File: src/rtl/imm_ext_stage.sv
// Registered immediate-extension stage (ID/EX) with a two-entry skid buffer on valid/ready.
// Define IMM_EXT_BRANCH_EN to build the branch-target adder for ext_op 4; otherwise mode 4 is reserved.
module imm_ext_stage #(
  parameter int IN_W  = 16,
  parameter int OUT_W = 32
) (
  input  logic             clk,
  input  logic             rst_n,
  input  logic             flush,
  input  logic             in_valid,
  output logic             in_ready,
  input  logic [IN_W-1:0]  din,
  input  logic [2:0]       ext_op,
  input  logic [OUT_W-1:0] base,
  output logic             out_valid,
  input  logic             out_ready,
  output logic [OUT_W-1:0] dout,
  output logic             out_err
);

  // Handshake: a beat transfers on a rising edge where valid && ready are both high.
  // in_ready is a register (skid empty), so it never depends on out_ready in the same cycle.

  logic [OUT_W-1:0] sext;
  logic [OUT_W-1:0] res;
  logic             res_err;

  assign sext = {{(OUT_W-IN_W){din[IN_W-1]}}, din};

  always_comb begin
    res     = '0;
    res_err = 1'b0;
    case (ext_op)
      3'd0: res = {{(OUT_W-IN_W){1'b0}}, din};
      3'd1: res = sext;
      3'd2: res = {din, {(OUT_W-IN_W){1'b0}}};
      3'd3: res = sext << 2;
`ifdef IMM_EXT_BRANCH_EN
      3'd4: res = base + (sext << 2);
`endif
      default: begin
        res     = '0;
        res_err = 1'b1;
      end
    endcase
  end

`ifndef IMM_EXT_BRANCH_EN
  logic unused_base;
  assign unused_base = ^base;
`endif

  logic             main_valid_q, main_valid_d;
  logic [OUT_W-1:0] main_data_q, main_data_d;
  logic             main_err_q, main_err_d;
  logic             skid_valid_q, skid_valid_d;
  logic [OUT_W-1:0] skid_data_q, skid_data_d;
  logic             skid_err_q, skid_err_d;
  logic             in_ready_q, in_ready_d;
  logic             accept;
  logic             pop;

  assign accept = in_valid && in_ready_q && !flush;
  assign pop    = main_valid_q && out_ready;

  always_comb begin
    main_valid_d = main_valid_q;
    main_data_d  = main_data_q;
    main_err_d   = main_err_q;
    skid_valid_d = skid_valid_q;
    skid_data_d  = skid_data_q;
    skid_err_d   = skid_err_q;
    if (flush) begin
      // Output data registers keep their last values; only validity is dropped.
      main_valid_d = 1'b0;
      skid_valid_d = 1'b0;
    end else if (pop && skid_valid_q) begin
      main_data_d  = skid_data_q;
      main_err_d   = skid_err_q;
      skid_valid_d = 1'b0;
    end else if (pop || !main_valid_q) begin
      main_valid_d = accept;
      if (accept) begin
        main_data_d = res;
        main_err_d  = res_err;
      end
    end else if (accept) begin
      skid_valid_d = 1'b1;
      skid_data_d  = res;
      skid_err_d   = res_err;
    end
    in_ready_d = !skid_valid_d;
  end

  always_ff @(posedge clk) begin
    if (!rst_n) begin
      main_valid_q <= 1'b0;
      main_data_q  <= '0;
      main_err_q   <= 1'b0;
      skid_valid_q <= 1'b0;
      skid_data_q  <= '0;
      skid_err_q   <= 1'b0;
      in_ready_q   <= 1'b1;
    end else begin
      main_valid_q <= main_valid_d;
      main_data_q  <= main_data_d;
      main_err_q   <= main_err_d;
      skid_valid_q <= skid_valid_d;
      skid_data_q  <= skid_data_d;
      skid_err_q   <= skid_err_d;
      in_ready_q   <= in_ready_d;
    end
  end

  assign in_ready  = in_ready_q;
  assign out_valid = main_valid_q;
  assign dout      = main_data_q;
  assign out_err   = main_err_q;

endmodule

File: config.mk
export PLATFORM = sky130hd
export DESIGN_NAME = imm_ext_stage
export DESIGN_NICKNAME = d
export VERILOG_FILES = /design/src/rtl/imm_ext_stage.sv
export SDC_FILE = /design/constraint.sdc
export NUM_CORES = 1
export LEC_CHECK = 0
export CAP_MARGIN = 20
export CORE_AREA = 2 2 99 101
export CTS_CLUSTER_SIZE = 8
export DETAILED_ROUTE_END_ITERATION = 7
export DIE_AREA = 0 0 101 103
export PLACE_DENSITY_LB_ADDON = 0.12
export SYNTH_ARGS = -nofsm -noshare
export SYNTH_HDL_FRONTEND = slang
export SYNTH_SLANG_ARGS = --single-unit
File: constraint.sdc
create_clock -name clk -period 1.6 [get_ports clk]
set_input_delay 0.24 -clock clk [delete_from_list [all_inputs] [get_ports clk]]
set_output_delay 0.24 -clock clk [all_outputs]
set_load 0.02 [all_outputs]
# After elaboration in Yosys (flattened, before gate mapping)
# Index checks and enable logic that the tools add are counted.
[word_totals]
input_bits = 56
ff_bits = 69
[classes]
n_mux = 12
eq_ne = 3
n_bitwise = 4
reduce_logical = 16
[op_table]
columns = ["cell", "count"]
rows = [
  ["one-hot mux 32 bit (4 select lines)", 1],
  ["two-way mux 32 bit", 3],
  ["two-way mux 1 bit", 8],
  ["== test 3 x 2 -> 1 bit (second input constant)", 2],
  ["logical AND 1 bit", 4],
  ["inverter 1 bit", 4],
  ["AND reduction 4 bit", 1],
  ["nonzero test 2 bit", 2],
  ["OR reduction 4 bit", 1],
  ["== test 3 x 1 -> 1 bit (second input constant)", 1],
  ["logical NOT 1 bit", 3],
  ["logical NOT 3 bit", 1],
  ["AND reduction 3 bit", 1],
  ["AND reduction 2 bit", 1],
  ["OR reduction 2 bit", 1],
  ["logical OR 1 bit", 1],
]

# Logic depth before layout (Yosys ltp)
# Gate-level depths: netlist of run 1.
[logic_depth]
ltp_word = 7
depth_mapped = 6
depth_no_buf = 3

# Worst setup path before layout of run 1
# No wires, ideal clock.
[synth_path]
kind = "register -> register"
start = "register main_valid_q, in the netlist out_valid"
end = "register main_data_q[16], in the netlist dout[16]"
period_less_slack_ps = 1466
setup_ps = 119
path_stages_with_launch = 6
setup_slack_ps = 134
t_arrival_ps = 1348
cell_sequence = "dfxtp_1 -> buf_6 -> and3_4 -> buf_6 -> a2111o_1 -> o221a_1"
[synth_via]
elab_chain_len = 4
elab_cells_between_ends = 8
classes_between = "1 x mux; 7 x reduce/logical"
[synth_rtl]
columns = ["item", "line", "source"]
rows = [
  ["start, declared", "53", "logic main_valid_q, main_valid_d;"],
  ["start signal, assigned", "105", "main_valid_q <= main_valid_d;"],
  ["logical AND 1 bit / logical NOT 1 bit (equally long branches)", "64, 81", ""],
  ["logical AND 1 bit / logical OR 1 bit (equally long branches)", "77, 81", ""],
  ["nonzero test 2 bit (no line)", "n/a", ""],
  ["AND reduction 3 bit (no line)", "n/a", ""],
  ["end signal, assigned", "106", "main_data_q <= main_data_d;"],
  ["end, declared", "54", "logic [OUT_W-1:0] main_data_q, main_data_d;"],
]
# Several ways; a longest one is shown, not always the timed one.
# A chain may end at the register's enable or synchronous reset.

# Worst setup path after layout of run 1
[layout_path]
start = "register main_data_q[31], in the netlist dout[31]"
end = "output dout[31]"
[layout_rtl]
columns = ["item", "line", "source"]
rows = [
  ["end, declared", "17", "output logic [OUT_W-1:0] dout,"],
]
# No word-level cell between the ends.

==> metrics.cfg, run 1 <==
[clock_tree]
root_buffer = clkbuf_8
cts_tree = built
clkTransAtPathRegs_ps = 70
cts_buffers = 9
post_cts_buffers = 0
htreeDepth = 3
clk_latency_ps = 340
clock-sinks = 69
clockBufferDepth = 2

[route]
drtIter0Drc = 210
wl_per_cell_um = 19.4
vias_per_cell = 6.23
vias = 3671
wirelength_mm = 11.4
dr.pass1.iters = 5
drc = 0
antenna_left = 0

[yosys]
syn-num-nets = 479
syn_area_per_cell_um2 = 8.59
synth_cells = 423
ys_ff_latch = 69
synth_edf_count = 0
synth_cell_type_count = 37
syn_area_um2 = 3630
ys_seq_area_share_pct = 38.0
async_flop_share_pct = 0
ys.flop_type = dfxtp_1
yosys_warnings = 0

[placement]
dpl.hpwl_mm = 7.10
io_buffers = 58
placed_cell_area_um2 = 4490
gp_congestion = 0.813

[power]
leakagePower_nw = 1.60
finalPower_mw = 4.27
vdd_drop_max_uv = 426
power_density_nw_per_um2 = 898

[critical_path]
worst-setup-path-type = reg -> out
crit_fanout = 2
worstPathArrival_ps = 1320
crit_family = buffers and inverters
path_cells = clkdlybuf4s50_1
critPathLaunchType = flip-flop
worstPathRequired_ps = 1360
regToRegEndpoint = dout[2]
reg2reg_slack_ps = 120
r2r_start = out_valid
crit_slowest_cell = clkdlybuf4s50_1
cp_slowest_stage_delay_ps = 610
r2r_cells = 4
crit_buf_inv = 1
worst_setup_path_end_kind = output port

[cells_and_area]
finalInstanceArea_um2 = 4760
area_growth_pct = 30.9
diodes = 0
nets = 526
final_util_pct = 50.3
drive_above_1_share_pct = 13.9

[floorplan]
dieArea_um2 = 10400
die_h_um = 103
io-pin-count = 91
core_um2 = 9460
rows = 36
initial_core_util_pct = 38.4
die_width_um = 101

[timing]
setup_violations = 0
worst-slew-pin-transition_ps = 428
slew_headroom_pct = 71.4
hold_viol = 0
timing.fmax_mhz = 642
rsz0062_at_grt = false
min_period_ps = 1560
fin_crit_sh_pct = 97.4
finClkSkew_ps = 8.50
drv_slew = 0

[job]
cap_violations = 0

[hold_path]
min_delay_path_depth = 2
hp-class = reg -> reg
hp-start = skid_data_q[23]
holdPathEnd = skid_data_q[23]

[status]
status = complete, no violations

[global_route]
grt.total_usage_pct = 22.8
grt_pass1_vias = 3465
grt_pass1_wl_mm = 18.4
antenna_found_initial = 0
grt.overflow.total = 0
grt_max_degree = 67

kinds of logic after synthesis:
kind of cell    after synthesis  share of synthesized area (%)
buf+inv                      60                           8.61
mux                           1                          0.276
compound gates              197                           34.7
simple gates                 96                           18.4
flops                        69                           38.0
worst register-to-register path, cell delays in order (launching register included):
cell,delay (ps)
dfxtp_1,490
and3_4,300
buf_4,240
nand2_1,90
a311oi_1,270
state kept, by name, indices dropped and copies added, names as in the netlist:
register,cells
dout,32
in_ready,1
out_err,1
out_valid,1
skid_data_q,32
skid_err_q,1
skid_valid_q,1
timing repair:
action / in CTS / in global routing
gates resized for setup: 5 / 6
hold buffers: 0 / 0
cloned: 0 / 0
endpoints found under the setup margin: 5 / 13
pin swaps: 0 / 0
cell usage after synthesis (all sizes together) (2+ instances only):
| master | number | share of area [%] |
|---|---|---|
| nor4bb | 3 | 0.83 |
| inv | 2 | 0.21 |
| a21oi | 33 | 4.5 |
| nand3 | 5 | 0.69 |
| and4b | 15 | 4.1 |
| nor3b | 14 | 2.9 |
| a31oi | 32 | 5.5 |
| nor2 | 3 | 0.31 |
| nor2b | 2 | 0.34 |
| dfxtp | 69 | 38 |
| buf | 34 | 5.9 |
| nand4 | 2 | 0.34 |
| o21ai | 60 | 8.3 |
| clkbuf | 24 | 2.5 |
| a311oi | 32 | 7.7 |
| and4bb | 11 | 3.8 |
| nor3 | 2 | 0.41 |
| nand2 | 34 | 3.5 |
| o211ai | 30 | 6.2 |
| nand2b | 2 | 0.34 |
| a22oi | 2 | 0.41 |
cell type report:
class	count	area, um2
fill	915	4700
multi-input combinational	294	1960
sequential	69	1380
timing repair buffer	94	1020
clock buffer	12	145
tap	114	143
clock inverter	4	95.1
inverter	2	7.51
report_power, final:
part / switching, mW / internal, mW / total (mW)
combinational: 0.376 / 0.330 / 0.706
clock: 0.679 / 1.08 / 1.76
sequential: 0.0335 / 1.78 / 1.81
cells in the final DEF, fill, tap and decap left out, drive strengths merged, types with 4 or more instances in the layout:
cell type / Yosys / final
a21oi: 33 / 33
a311oi: 32 / 32
a31oi: 32 / 32
and4b: 15 / 15
and4bb: 11 / 11
buf: 34 / 36
clkbuf: 24 / 12
clkdlybuf4s50: 0 / 51
dfxtp: 69 / 69
dlymetal6s2s: 0 / 4
nand2: 34 / 34
nand3: 5 / 5
nor3b: 14 / 14
o211ai: 30 / 30
o21ai: 60 / 60
through the flow:
step	hold slack [ps]	worst slack (ps)	setup TNS (ps)	std cells
final	477	42.1	0	589
after global routing	494	6.49	0	589
after CTS	477	25.1	0	589
after detailed placement	466	-394	-11020	573
after global placement	461	-331	-8370	573
after floorplan	382	134	0	423
routing by layer:
layer,up-vias,global-route usage [%],share of wire (%)
met4,0,7.69,1.7
met1,1780,32.1,46
met2,132,34.7,45
met5,-,0,0
li1,1744,-,-
met3,15,4.75,7.7
worst max-delay path by stage:
| stage | from | end | slack (ps) | cells past startpoint |
|---|---|---|---|---|
| CTS | ext_op[2] | dout[16] | 30 | 5 |
| finish | dout[31] | dout[31] | 40 | 1 |
| global route | dout[29] | dout[29] | 6 | 1 |
| global placement | ext_op[1] | dout[16] | -330 | 5 |
| floorplan | out_valid | dout[16] | 130 | 5 |
| detailed placement | ext_op[2] | dout[27] | -390 | 5 |
Note: power is estimated with default switching activity, not from simulation.
==> inputs of run 2 (changes only) <==
Settings changed: PLACE_DENSITY from default to 0.67, PLACE_DENSITY_LB_ADDON 0.12 to default.
==> metrics.cfg, run 2 (same netlist as run 1, synthesis figures left out) <==
[clock_tree]
root_buffer = clkbuf_8
clkTransAtPathRegs_ps = 80
cts_hold_buf = 0
post_cts_buffers = 0
htreeDepth = 3
clockBufferDepth = 2
clock-sinks = 69
cts_tree = built
clk_latency_ps = 350
cts_buffers = 9

[timing]
fin_crit_sh_pct = 98.6
min_period_ps = 1580
setup_violations = 0
worst-slew-pin-transition_ps = 372
setup-tns-final_ps = 0
finClkSkew_ps = 8.25
timing.fmax_mhz = 634
drv_slew = 0
hold_viol = 0
rsz0062_at_grt = true
slew_headroom_pct = 74.6
fin_ws_ps = 22.7

[route]
dr.pass1.iters = 4
antenna_left = 0
vias_per_cell = 6.26
vias = 3692
wl_per_cell_um = 18.7
drc = 0
wirelength_mm = 11.0
drtIter0Drc = 238

[global_route]
grt.total_usage_pct = 21.6
grt_pass1_vias = 3512
grt_pass1_wl_mm = 17.8
antenna_found_initial = 0
grt_max_degree = 45
grt.overflow.total = 0

[critical_path]
crit_slowest_cell = clkdlybuf4s50_1
critPathLaunchType = flip-flop
path_cells = clkdlybuf4s50_1
worst-setup-path-type = reg -> out
worstPathArrival_ps = 1340
crit_family = buffers and inverters
worstPathRequired_ps = 1360
worst_setup_path_end_kind = output port
crit_buf_inv = 1
cp_slowest_stage_delay_ps = 620
crit_fanout = 2

[hold_path]
hp-class = reg -> reg

[placement]
dpl.hpwl_mm = 7.06
placed_cell_area_um2 = 4460
gp_congestion = 0.817
place_ws_ps = -325
io_buffers = 58

[cells_and_area]
n_fill_cell = 881
layout.cells.most_common = dfxtp_1
area_growth_pct = 28.6
layout_common_cells = 69 x dfxtp_1, 60 x o21ai_0, 53 x clkdlybuf4s50_1
finalInstanceArea_um2 = 4670
drive_above_1_share_pct = 14.1
diodes = 0
nets = 527
final_util_pct = 49.4

[power]
vdd_drop_max_uv = 469
finalPower_mw = 3.94
switching_share_pct = 27.5
p_clk_share_pct = 36.5
leakagePower_nw = 1.55
combPwrFrac_pct = 17.6
p_sw_mw = 1.09
pwr-share-seq_pct = 46.0
power_density_nw_per_um2 = 844
p_int_mw = 2.86

[floorplan]
die_h_um = 103
core_um2 = 9460
dieArea_um2 = 10400
rows = 36
initial_core_util_pct = 38.4
io-pin-count = 91
die_width_um = 101

[job]
cap_violations = 0

[status]
status = complete, no violations

==> run 2: final cells by class <==
type                    count  area [um2]  share of cell area [%]
clock buffers              12         145                    3.11
flip-flops and latches     69        1380                    29.6
repair buffers             95         985                    21.1
multi-input cells         294        1960                    42.0
clock inverters             4        47.5                    1.02
well taps                 114         143                    3.05
inverters                   2        7.51                   0.161
==> run 2: power groups by stage <==
stage	logic (mW)	clock network, mW	registers [mW]
2_1_floorplan	0.305	0	1.91
3_3_place_gp	0.679	0	1.85
3_5_place_dp	0.685	0	1.85
4_1_cts	0.689	1.45	1.81
5_1_grt	0.744	1.52	1.82
6_report	0.693	1.44	1.81
==> run 2: worst paths after layout <==
kind | slack (ps) | cells after the start | start | to
min reg2reg | 480 | 2 | skid_data_q[2] | skid_data_q[2]
max | 20 | 1 | dout[28] | dout[28]
min | 480 | 2 | skid_data_q[2] | skid_data_q[2]
max reg2reg | 130 | 4 | out_valid | out_err
==> run 2: metal layers <==
| layer | track usage (%) | vias up | routed length [um] |
|---|---|---|---|
| li1 | - | 1744 | - |
| met3 | 4.27 | 16 | 791 |
| met5 | 0 | - | 0 |
| met2 | 33.3 | 146 | 5040 |
| met1 | 30.3 | 1786 | 5030 |
| met4 | 7.28 | 0 | 157 |
==> run 2: stage by stage <==
| stage | hold slack (ps) | std cells |
|---|---|---|
| 3_3_place_gp | 458 | 574 |
| 6_report | 480 | 590 |
| 3_5_place_dp | 467 | 574 |
| 4_1_cts | 477 | 590 |
| 2_1_floorplan | 382 | 423 |
| 5_1_grt | 496 | 590 |
==> run 2: what timing repair did <==
action / 4_1_cts / 5_1_grt
resized for setup: 4 / 4
cloned: 0 / 0
endpoints found under the setup margin: 4 / 6
